[src/rtl/ssd_pkg.sv]
// Shared seven-segment pattern table (active-low, bit0=a .. bit6=g) and decoder.
// The encoder and ssd_capture both use these constants, so one table governs both directions.
package ssd_pkg;

  localparam logic [6:0] SSD_0     = 7'h40;
  localparam logic [6:0] SSD_1     = 7'h79;
  localparam logic [6:0] SSD_2     = 7'h24;
  localparam logic [6:0] SSD_3     = 7'h30;
  localparam logic [6:0] SSD_4     = 7'h19;
  localparam logic [6:0] SSD_5     = 7'h12;
  localparam logic [6:0] SSD_6     = 7'h02;
  localparam logic [6:0] SSD_7     = 7'h78;
  localparam logic [6:0] SSD_8     = 7'h00;
  localparam logic [6:0] SSD_9     = 7'h10;
  localparam logic [6:0] SSD_A     = 7'h08;
  localparam logic [6:0] SSD_B     = 7'h03;
  localparam logic [6:0] SSD_C     = 7'h46;
  localparam logic [6:0] SSD_D     = 7'h21;
  localparam logic [6:0] SSD_E     = 7'h06;
  localparam logic [6:0] SSD_F     = 7'h0E;
  localparam logic [6:0] SSD_BLANK = 7'h7F;

  typedef enum logic {SETTLE, HOLD} cap_state_t;

  // Returns {err, blank, nibble}; blank and undecodable patterns both report nibble 0.
  function automatic logic [5:0] ssd_decode(input logic [6:0] seg_n);
    logic [5:0] r;
    r = 6'b10_0000;
    case (seg_n)
      SSD_0:     r = 6'h00;
      SSD_1:     r = 6'h01;
      SSD_2:     r = 6'h02;
      SSD_3:     r = 6'h03;
      SSD_4:     r = 6'h04;
      SSD_5:     r = 6'h05;
      SSD_6:     r = 6'h06;
      SSD_7:     r = 6'h07;
      SSD_8:     r = 6'h08;
      SSD_9:     r = 6'h09;
      SSD_A:     r = 6'h0A;
      SSD_B:     r = 6'h0B;
      SSD_C:     r = 6'h0C;
      SSD_D:     r = 6'h0D;
      SSD_E:     r = 6'h0E;
      SSD_F:     r = 6'h0F;
      SSD_BLANK: r = 6'b01_0000;
      default:   r = 6'b10_0000;
    endcase
    return r;
  endfunction

endpackage

[src/rtl/ssd_sync2.sv]
// Parameterized-width two-flop synchronizer; both stages reset to RESET_VAL.
module ssd_sync2 #(
  parameter int              WIDTH     = 1,
  parameter logic [WIDTH-1:0] RESET_VAL = '1
) (
  input  logic             clk,
  input  logic             rst_n,
  input  logic [WIDTH-1:0] d,
  output logic [WIDTH-1:0] q
);

  logic [WIDTH-1:0] meta;

  always_ff @(posedge clk or negedge rst_n) begin
    if (!rst_n) begin
      meta <= RESET_VAL;
      q    <= RESET_VAL;
    end else begin
      meta <= d;
      q    <= meta;
    end
  end

endmodule

[src/rtl/ssd_capture.sv]
// Watches a multiplexed 4-digit seven-segment bus, captures each settled digit
// and delivers the reassembled 16-bit value once all four digits have been seen.
module ssd_capture
  import ssd_pkg::*;
#(
  parameter int STABLE_CYC  = 8,
  parameter int TIMEOUT_CYC = 65535
) (
  input  logic        clk,
  input  logic        rst_n,
  input  logic [3:0]  an_n,
  input  logic [6:0]  seg_n,
  output logic [15:0] value,
  output logic        value_valid,
  output logic        seg_err,
  output logic [3:0]  blank_mask,
  output logic        stale
);

  localparam int              TW       = $clog2(TIMEOUT_CYC + 1);
  localparam logic [7:0]      STAB_MAX = 8'(STABLE_CYC - 1);
  localparam logic [TW-1:0]   TO_MAX   = TW'(TIMEOUT_CYC);

  logic [1:0]    rst_ff;
  logic          rst_sync_n;
  logic [3:0]    an_s, an_prev;
  logic [6:0]    seg_s, seg_prev;
  logic          same;
  logic          sel_valid;
  logic [1:0]    sel;
  logic [5:0]    dec;
  cap_state_t    state, state_next;
  logic [7:0]    stab_cnt, stab_next;
  logic          capture;
  logic [3:0]    seen;
  logic          complete;
  logic [15:0]   slot_val;
  logic [3:0]    slot_blank, slot_err;
  logic [TW-1:0] to_cnt;

  // Reset asserts immediately but releases on a clock edge.
  always_ff @(posedge clk or negedge rst_n) begin
    if (!rst_n) rst_ff <= 2'b00;
    else        rst_ff <= {rst_ff[0], 1'b1};
  end
  assign rst_sync_n = rst_ff[1];

  ssd_sync2 #(.WIDTH(4), .RESET_VAL(4'hF)) u_sync_an (
    .clk  (clk),
    .rst_n(rst_sync_n),
    .d    (an_n),
    .q    (an_s)
  );

  ssd_sync2 #(.WIDTH(7), .RESET_VAL(7'h7F)) u_sync_seg (
    .clk  (clk),
    .rst_n(rst_sync_n),
    .d    (seg_n),
    .q    (seg_s)
  );

  assign same     = ({an_s, seg_s} == {an_prev, seg_prev});
  assign dec      = ssd_decode(seg_s);
  assign complete = (seen == 4'hF);
  assign stale    = (to_cnt == TO_MAX);

  // Only a single low anode identifies a digit; anything else is never captured.
  always_comb begin
    sel_valid = 1'b1;
    sel       = 2'd0;
    case (an_s)
      4'b1110: sel = 2'd0;
      4'b1101: sel = 2'd1;
      4'b1011: sel = 2'd2;
      4'b0111: sel = 2'd3;
      default: sel_valid = 1'b0;
    endcase
  end

  always_ff @(posedge clk or negedge rst_sync_n) begin
    if (!rst_sync_n) begin
      state    <= SETTLE;
      stab_cnt <= 8'd0;
      an_prev  <= 4'hF;
      seg_prev <= 7'h7F;
    end else begin
      state    <= state_next;
      stab_cnt <= stab_next;
      an_prev  <= an_s;
      seg_prev <= seg_s;
    end
  end

  always_comb begin
    state_next = state;
    stab_next  = stab_cnt;
    capture    = 1'b0;
    case (state)
      SETTLE: begin
        if (!same) begin
          stab_next = 8'd0;
        end else if (stab_cnt < STAB_MAX) begin
          stab_next = stab_cnt + 8'd1;
        end else if (sel_valid) begin
          capture    = 1'b1;
          state_next = HOLD;
        end
      end
      HOLD: begin
        if (!same) begin
          state_next = SETTLE;
          stab_next  = 8'd0;
        end
      end
      default: state_next = SETTLE;
    endcase
  end

  // A capture landing on the completion cycle belongs to the next frame;
  // the delivered frame reads the slot contents from before that edge.
  always_ff @(posedge clk or negedge rst_sync_n) begin
    if (!rst_sync_n) begin
      seen        <= 4'h0;
      slot_val    <= 16'h0;
      slot_blank  <= 4'h0;
      slot_err    <= 4'h0;
      value       <= 16'h0;
      value_valid <= 1'b0;
      seg_err     <= 1'b0;
      blank_mask  <= 4'h0;
      to_cnt      <= '0;
    end else begin
      seen <= (complete ? 4'h0 : seen) | (capture ? (4'b0001 << sel) : 4'h0);
      if (capture) begin
        slot_val[{sel, 2'b00} +: 4] <= dec[3:0];
        slot_blank[sel]             <= dec[4];
        slot_err[sel]               <= dec[5];
      end
      if (complete) begin
        value       <= slot_val;
        blank_mask  <= slot_blank;
        seg_err     <= |slot_err;
        value_valid <= 1'b1;
        to_cnt      <= '0;
      end else begin
        value_valid <= 1'b0;
        if (to_cnt != TO_MAX) to_cnt <= to_cnt + TW'(1);
      end
    end
  end

endmodule

[config.mk]
export PLATFORM = sky130hd
export DESIGN_NAME = ssd_capture
export DESIGN_NICKNAME = d
export VERILOG_FILES = /design/src/rtl/ssd_pkg.sv /design/src/rtl/ssd_sync2.sv /design/src/rtl/ssd_capture.sv
export SDC_FILE = /design/constraint.sdc
export NUM_CORES = 1
export LEC_CHECK = 0
export BUFFER_PORTS_ARGS = -buffer_cell sky130_fd_sc_hd__buf_2
export CAP_MARGIN = 20
export CORE_ASPECT_RATIO = 0.8
export CORE_MARGIN = 2
export CORE_UTILIZATION = 35
export DETAILED_ROUTE_END_ITERATION = 8
export GPL_ROUTABILITY_DRIVEN = 0
export PLACE_DENSITY = 0.59
export RECOVER_POWER = 100
export SLEW_MARGIN = 20
export SYNTH_ARGS = -nofsm -noshare
export SYNTH_HDL_FRONTEND = slang
export SYNTH_SLANG_ARGS = --single-unit
export TNS_END_PERCENT = 1
[constraint.sdc]
create_clock -name clk -period 5.01 [get_ports clk]
set_input_delay 0.2505 -clock clk [delete_from_list [all_inputs] [get_ports clk]]
set_output_delay 0.2505 -clock clk [all_outputs]
set_load 0.05 [all_outputs]
==> results_dict.tcl, run 1 <==
set metrics [dict create \
    cts-htree-levels 3 \
    synth_warnings 0 \
    regArea_um2 2790 \
    drc 0 \
    synth-edff-count 0 \
    synth_adder_area_share 0.0208 \
    antenna_found_initial 0 \
    ys_async_sr_fraction 1.00 \
    synthSimpleGateAreaFrac 0.200 \
    finish.net_count 491 \
    grt_pass1_wl_um 16200 \
    whs_ps 200 \
    post-synth-top-count-cell "dfrtp_1" \
    fin_tns_setup_ps 0 \
    syn_inst 425 \
    dp_hpwl_um 6240 \
    clkSinkCount 110 \
    diodes 0 \
    max_freq_mhz 313 \
    io_buffers 35 \
    hold_violations 0 \
    required_ps 5250 \
    drt-total-wl_um 9280 \
    min_period_ps 3190 \
    grt_pass1_vias 3210 \
    synth_area_per_cell_um2 11.3 \
    power_density_nw_per_um2 315 \
    ios 36 \
    timing.slew.headroom -0.302 \
    synthesis.area_um2 4800 \
    clk_latency_ps 350 \
    ys_seq_area_frac 0.582 \
    clock_path_buffers 2 \
    grt_max_degree 62 \
    clk_pin_slew_ps 80 \
    rrSetupSlack_ps 1820 \
    die_y_um 109 \
    coreArea_um2 13500 \
    cts_buffers 9 \
    synth_xor_area_frac 0.0438 \
    synth_compound_area_frac 0.0729 \
    syn_to_final_growth_pct 12.5 \
    synth_seq_cells 110 \
    cts_resized 0 \
    ant_nets 0 \
    vias 3196 \
    rows 38 \
    fill_cells 1365 \
    yosys.area.top_type "dfrtp_1" \
    status "complete, but fails checks" \
    fp.dieW_um 135 \
    arrival_ps 3430 \
    synth_top_area_share 0.401 \
    fin_util 0.400 \
    grt_overflow_total 0 \
    synth_top_family_by_area "simple AND/OR/NAND/NOR gates" \
    timing.rr.end "slot_err[3]$_DFFE_PN0P_" \
    drv_cap 1 \
    critPathLaunchType "register" \
    dr.pass1.iters 5 \
    muxShareOfSynthArea 0.0490 \
    ys_top_cells_by_count "dfrtp_1, nand2_1, nor2_1, dfstp_2, mux2_2" \
    tightest_slew_ps 1950 \
    postCtsSetupBuffers 0 \
    initial_core_util 0.356 \
    total_leakage_power_uw 0.00239 \
    syn_nets 446 \
    path_class "reg2reg" \
    synth_area_leaders "dfrtp_1, dfstp_2, nand2_1" \
    via_per_inst 4.88 \
    synth_ff_type "dfrtp_1" \
    irDropWorstVdd_mv 0.167 \
    drv_slew 49 \
    violations "capacitance limit, slew limit" \
    drt_iter0_drc 201 \
    die_area_um2 14700 \
    reg2reg_depth 5 \
    fin_worst_skew_ps 7.44 \
    reg2reg_from "u_sync_seg.q[5]$_DFF_PN1_" \
    multi_input_area_um2 1760 \
    drive_above_1_share 0.164 \
    cts_tree "done" \
    end_kind "register" \
    path_max_fanout 16 \
    period_share 0.637 \
    grt_usage 0.139 \
    fin_cells 655 \
    ys_types 58 \
    hp-class "in2async" \
    routedWlPerCell_um 14.2 \
    cts_root_buf "clkbuf_16" \
    rsz0062_at_grt "false" \
    hold_buffers 12 \
    dp.cells 627 \
    setup_viol 0 \
]
worst max-delay path, stage by stage (launching register included):
cell and delay, ps:
dfstp_1 790, xor2_1 120, nor4_1 260, nand3_1 540
nor3_1 950, mux2_2 410
state kept, by name, summed over array words and instances, names as in the netlist, 4 cells and up:
signal	flops
blank_mask	4
slot_err	4
seen	4
u_sync_seg.q	7
seg_prev	7
slot_blank	4
u_sync_seg.meta	7
slot_val	16
to_cnt	16
u_sync_an.q	4
value	16
stab_cnt	8
u_sync_an.meta	4
an_prev	4
stage by stage:
step	power, µW	cell area [µm²]	setup slack (ps)
4_1_cts	1730	5550	2410
5_1_grt	1770	5400	1190
2_1_floorplan	990	4800	1780
6_report	1700	5400	1820
3_3_place_gp	1010	5130	2630
3_5_place_dp	1010	5130	2560
layout make-up:
cell class | count | area share
well taps | 180 | 0.0417
flip-flops and latches | 110 | 0.517
inverters | 15 | 0.0104
repair buffers | 49 | 0.0507
clock inverters | 7 | 0.0132
multi-input cells | 285 | 0.325
clock buffers | 9 | 0.0417
cell usage in the layout (no fill, tap or decap), drive strengths merged, types with 3 or more instances in the layout:
| master | count |
|---|---|
| dfrtp | 77 |
| nand2 | 71 |
| nor2 | 38 |
| clkbuf | 35 |
| dfstp | 33 |
| mux2 | 20 |
| inv | 20 |
| xor2 | 19 |
| nor3 | 18 |
| o21ai | 15 |
| nand3 | 12 |
| dlygate4sd3 | 12 |
| buf | 11 |
| a21oi | 9 |
| nor4 | 9 |
| ha | 8 |
| xnor2 | 5 |
| a2111oi | 4 |
| or3 | 4 |
| o2bb2ai | 4 |
| a21o | 4 |
| nand4 | 3 |
| nand4b | 3 |
| nor4b | 3 |
| o211ai | 3 |
| a211oi | 3 |
cell families (layout without fill, tap and decap cells):
| group | Yosys count | count (layout) |
|---|---|---|
| DFF | 110 | 110 |
| other | 1 | 1 |
| buffers and inverters | 30 | 80 |
| AOI/OAI and AO/OA | 51 | 51 |
| and+or+nand+nor | 180 | 180 |
| xor gates and xnor gates | 24 | 24 |
| muxes | 21 | 21 |
| adders and majority gates | 8 | 8 |
metal layers:
layer	track usage	part of all wire	vias to the layer above
met5	0	0	-
met4	0.0521	0.018	0
met3	0.0339	0.037	17
met2	0.204	0.44	57
met1	0.201	0.51	1561
li1	-	-	1561
worst max-delay path by stage:
stage                     slack, ps                 startpoint  cells past startpoint                         to
after floorplan                1780        rst_ff[1]$_DFF_PN0_                      0  blank_mask[0]$_DFFE_PN0P_
after global placement         2630  u_sync_seg.q[6]$_DFF_PN1_                      5  slot_blank[0]$_DFFE_PN0P_
after detailed placement       2560  u_sync_seg.q[3]$_DFF_PN1_                      5   slot_val[14]$_DFFE_PN0P_
after CTS                      2410      to_cnt[0]$_DFFE_PN0P_                      5                      stale
after global routing           1190        rst_ff[1]$_DFF_PN0_                      1       value[8]$_DFFE_PN0P_
final                          1820  u_sync_seg.q[5]$_DFF_PN1_                      5    slot_err[3]$_DFFE_PN0P_
power by group:
| part | switching (µW) | total [µW] | internal [µW] |
|---|---|---|---|
| sequential | 24.7 | 935 | 911 |
| combinational | 31.0 | 56.4 | 25.4 |
| clock | 354 | 708 | 354 |
| total | 410 | 1700 | 1290 |
Note: power is estimated with default switching activity, not from simulation.
==> run 2, diff against run 1 <==
- PLACE_DENSITY: 0.59 -> 0.61
- clock period: 5.01 -> 2.75 ns (I/O delays scaled with it)
==> results_dict.tcl, run 2 (synthesis results as in run 1) <==
set metrics [dict create \
    status "completed" \
    min_period_ps 2550 \
    ios 36 \
    irDropWorstVdd_mv 0.321 \
    dp_hpwl_um 6410 \
    timing.final.ws_setup_ps 203 \
    clock_path_buffers 2 \
    hold_buffers 12 \
    rsz0062_at_grt "false" \
    grt_pass1_vias 3333 \
    postCtsSetupBuffers 0 \
    routedWlPerCell_um 14.3 \
    path_class "reg2reg" \
    tightest_slew_ps 1410 \
    cts_tree "done" \
    cts_root_buf "clkbuf_16" \
    via_per_inst 4.93 \
    intPower_uw 2340 \
    hold_violations 0 \
    antenna_found_initial 0 \
    clock_power_share 0.404 \
    grt_overflow_total 0 \
    p_seq_frac 0.561 \
    clk_latency_ps 350 \
    rows 38 \
    pre_cts_ws_ps 333 \
    mostFrequentLayoutCell "dfrtp_1" \
    drive_above_1_share 0.195 \
    power_density_nw_per_um2 553 \
    ant_nets 0 \
    clkSinkCount 110 \
    required_ps 2990 \
    period_share 0.926 \
    path_max_fanout 16 \
    largestRegisters "slot_val: 16 flops, to_cnt: 16 flops, value: 16 flops" \
    initial_core_util 0.356 \
    cts-htree-levels 3 \
    place_area_um2 5190 \
    drc 0 \
    die_y_um 109 \
    cts_buffers 9 \
    drv_slew 0 \
    fp.dieW_um 135 \
    whs_ps 97.7 \
    critPathLaunchType "register" \
    timing.slew.headroom 0.0583 \
    drv_cap 0 \
    fin_tns_setup_ps 0 \
    setup_viol 0 \
    finish.net_count 497 \
    fill_cells 1332 \
    fin_worst_skew_ps 10.4 \
    clk_pin_slew_ps 70 \
    grt_pass1_wl_um 16000 \
    die_area_um2 14700 \
    cts_resized 0 \
    arrival_ps 2780 \
    dr.pass1.iters 4 \
    swShare 0.234 \
    io_buffers 35 \
    grt_max_degree 64 \
    vias 3262 \
    design_area_um2 5510 \
    p_comb_frac 0.035 \
    switchingPower_uw 713 \
    drt_iter0_drc 201 \
    coreArea_um2 13500 \
    total_leakage_power_uw 0.00243 \
    diodes 0 \
    end_kind "register" \
    final_cell_mix "dfrtp_1, nand2_1, nor2_1, clkbuf_1, dfstp_2" \
    grt_usage 0.137 \
    syn_to_final_growth_pct 14.7 \
    max_freq_mhz 393 \
    drt-total-wl_um 9430 \
    hp-class "in2async" \
]
## run 2: metrics by stage
stage / total power (µW) / util / cells
after floorplan: 1800 / - / 425
final: 3050 / 0.408 / 661
after CTS: 3100 / 0.414 / 661
after detailed placement: 1840 / 0.384 / 633
after global routing: 3190 / 0.408 / 661
after global placement: 1840 / 0.384 / 633
## run 2: worst paths after layout
kind / slack, ps / from / cells past startpoint / endpoint
hold / removal: 100 / rst_n / 2 / rst_ff[0]$_DFF_PN0_
setup reg to reg: 200 / u_sync_seg.q[3]$_DFF_PN1_ / 5 / slot_blank[0]$_DFFE_PN0P_
min in group clk: 360 / rst_ff[0]$_DFF_PN0_ / 0 / rst_ff[1]$_DFF_PN0_
max in group asynchronous: 600 / rst_ff[1]$_DFF_PN0_ / 1 / stab_cnt[2]$_DFFE_PN0P_
setup / recovery: 200 / u_sync_seg.q[3]$_DFF_PN1_ / 5 / slot_blank[0]$_DFFE_PN0P_
hold reg to reg: 360 / rst_ff[0]$_DFF_PN0_ / 0 / rst_ff[1]$_DFF_PN0_
## run 2: worst max-delay path, cell delays in order, from the launching register on
cell and delay (ps):
dfstp_1 770, xor2_1 140, nor4_2 370, nand3_4 300
nor3_4 460, mux2_2 390
## run 2: routing by layer
layer  wire (µm)  global-route usage  vias up
li1            -                   -     1561
met1        4760               0.192     1619
met2        4130               0.211       72
met5           0                   0        -
met4          90              0.0365        0
met3         443              0.0377       10
## run 2: area by class of cell
class                           count  area, µm²  share of cell area
Clock buffer                        9        225              0.0409
Clock inverter                      7       53.8             0.00977
Inverter                           15       56.3              0.0102
Multi-Input combinational cell    285       1840               0.334
Sequential cell                   110       2800               0.507
Tap cell                          180        225              0.0409
Timing Repair Buffer               55        313              0.0568
## run 2: power by group through the flow
stage | clock network (µW) | logic (µW) | registers [µW]
6_report | 1230 | 106 | 1710
5_1_grt | 1350 | 120 | 1720
4_1_cts | 1270 | 112 | 1710
3_5_place_dp | 0 | 97.9 | 1740
3_3_place_gp | 0 | 96.3 | 1740
2_1_floorplan | 0 | 75.3 | 1730
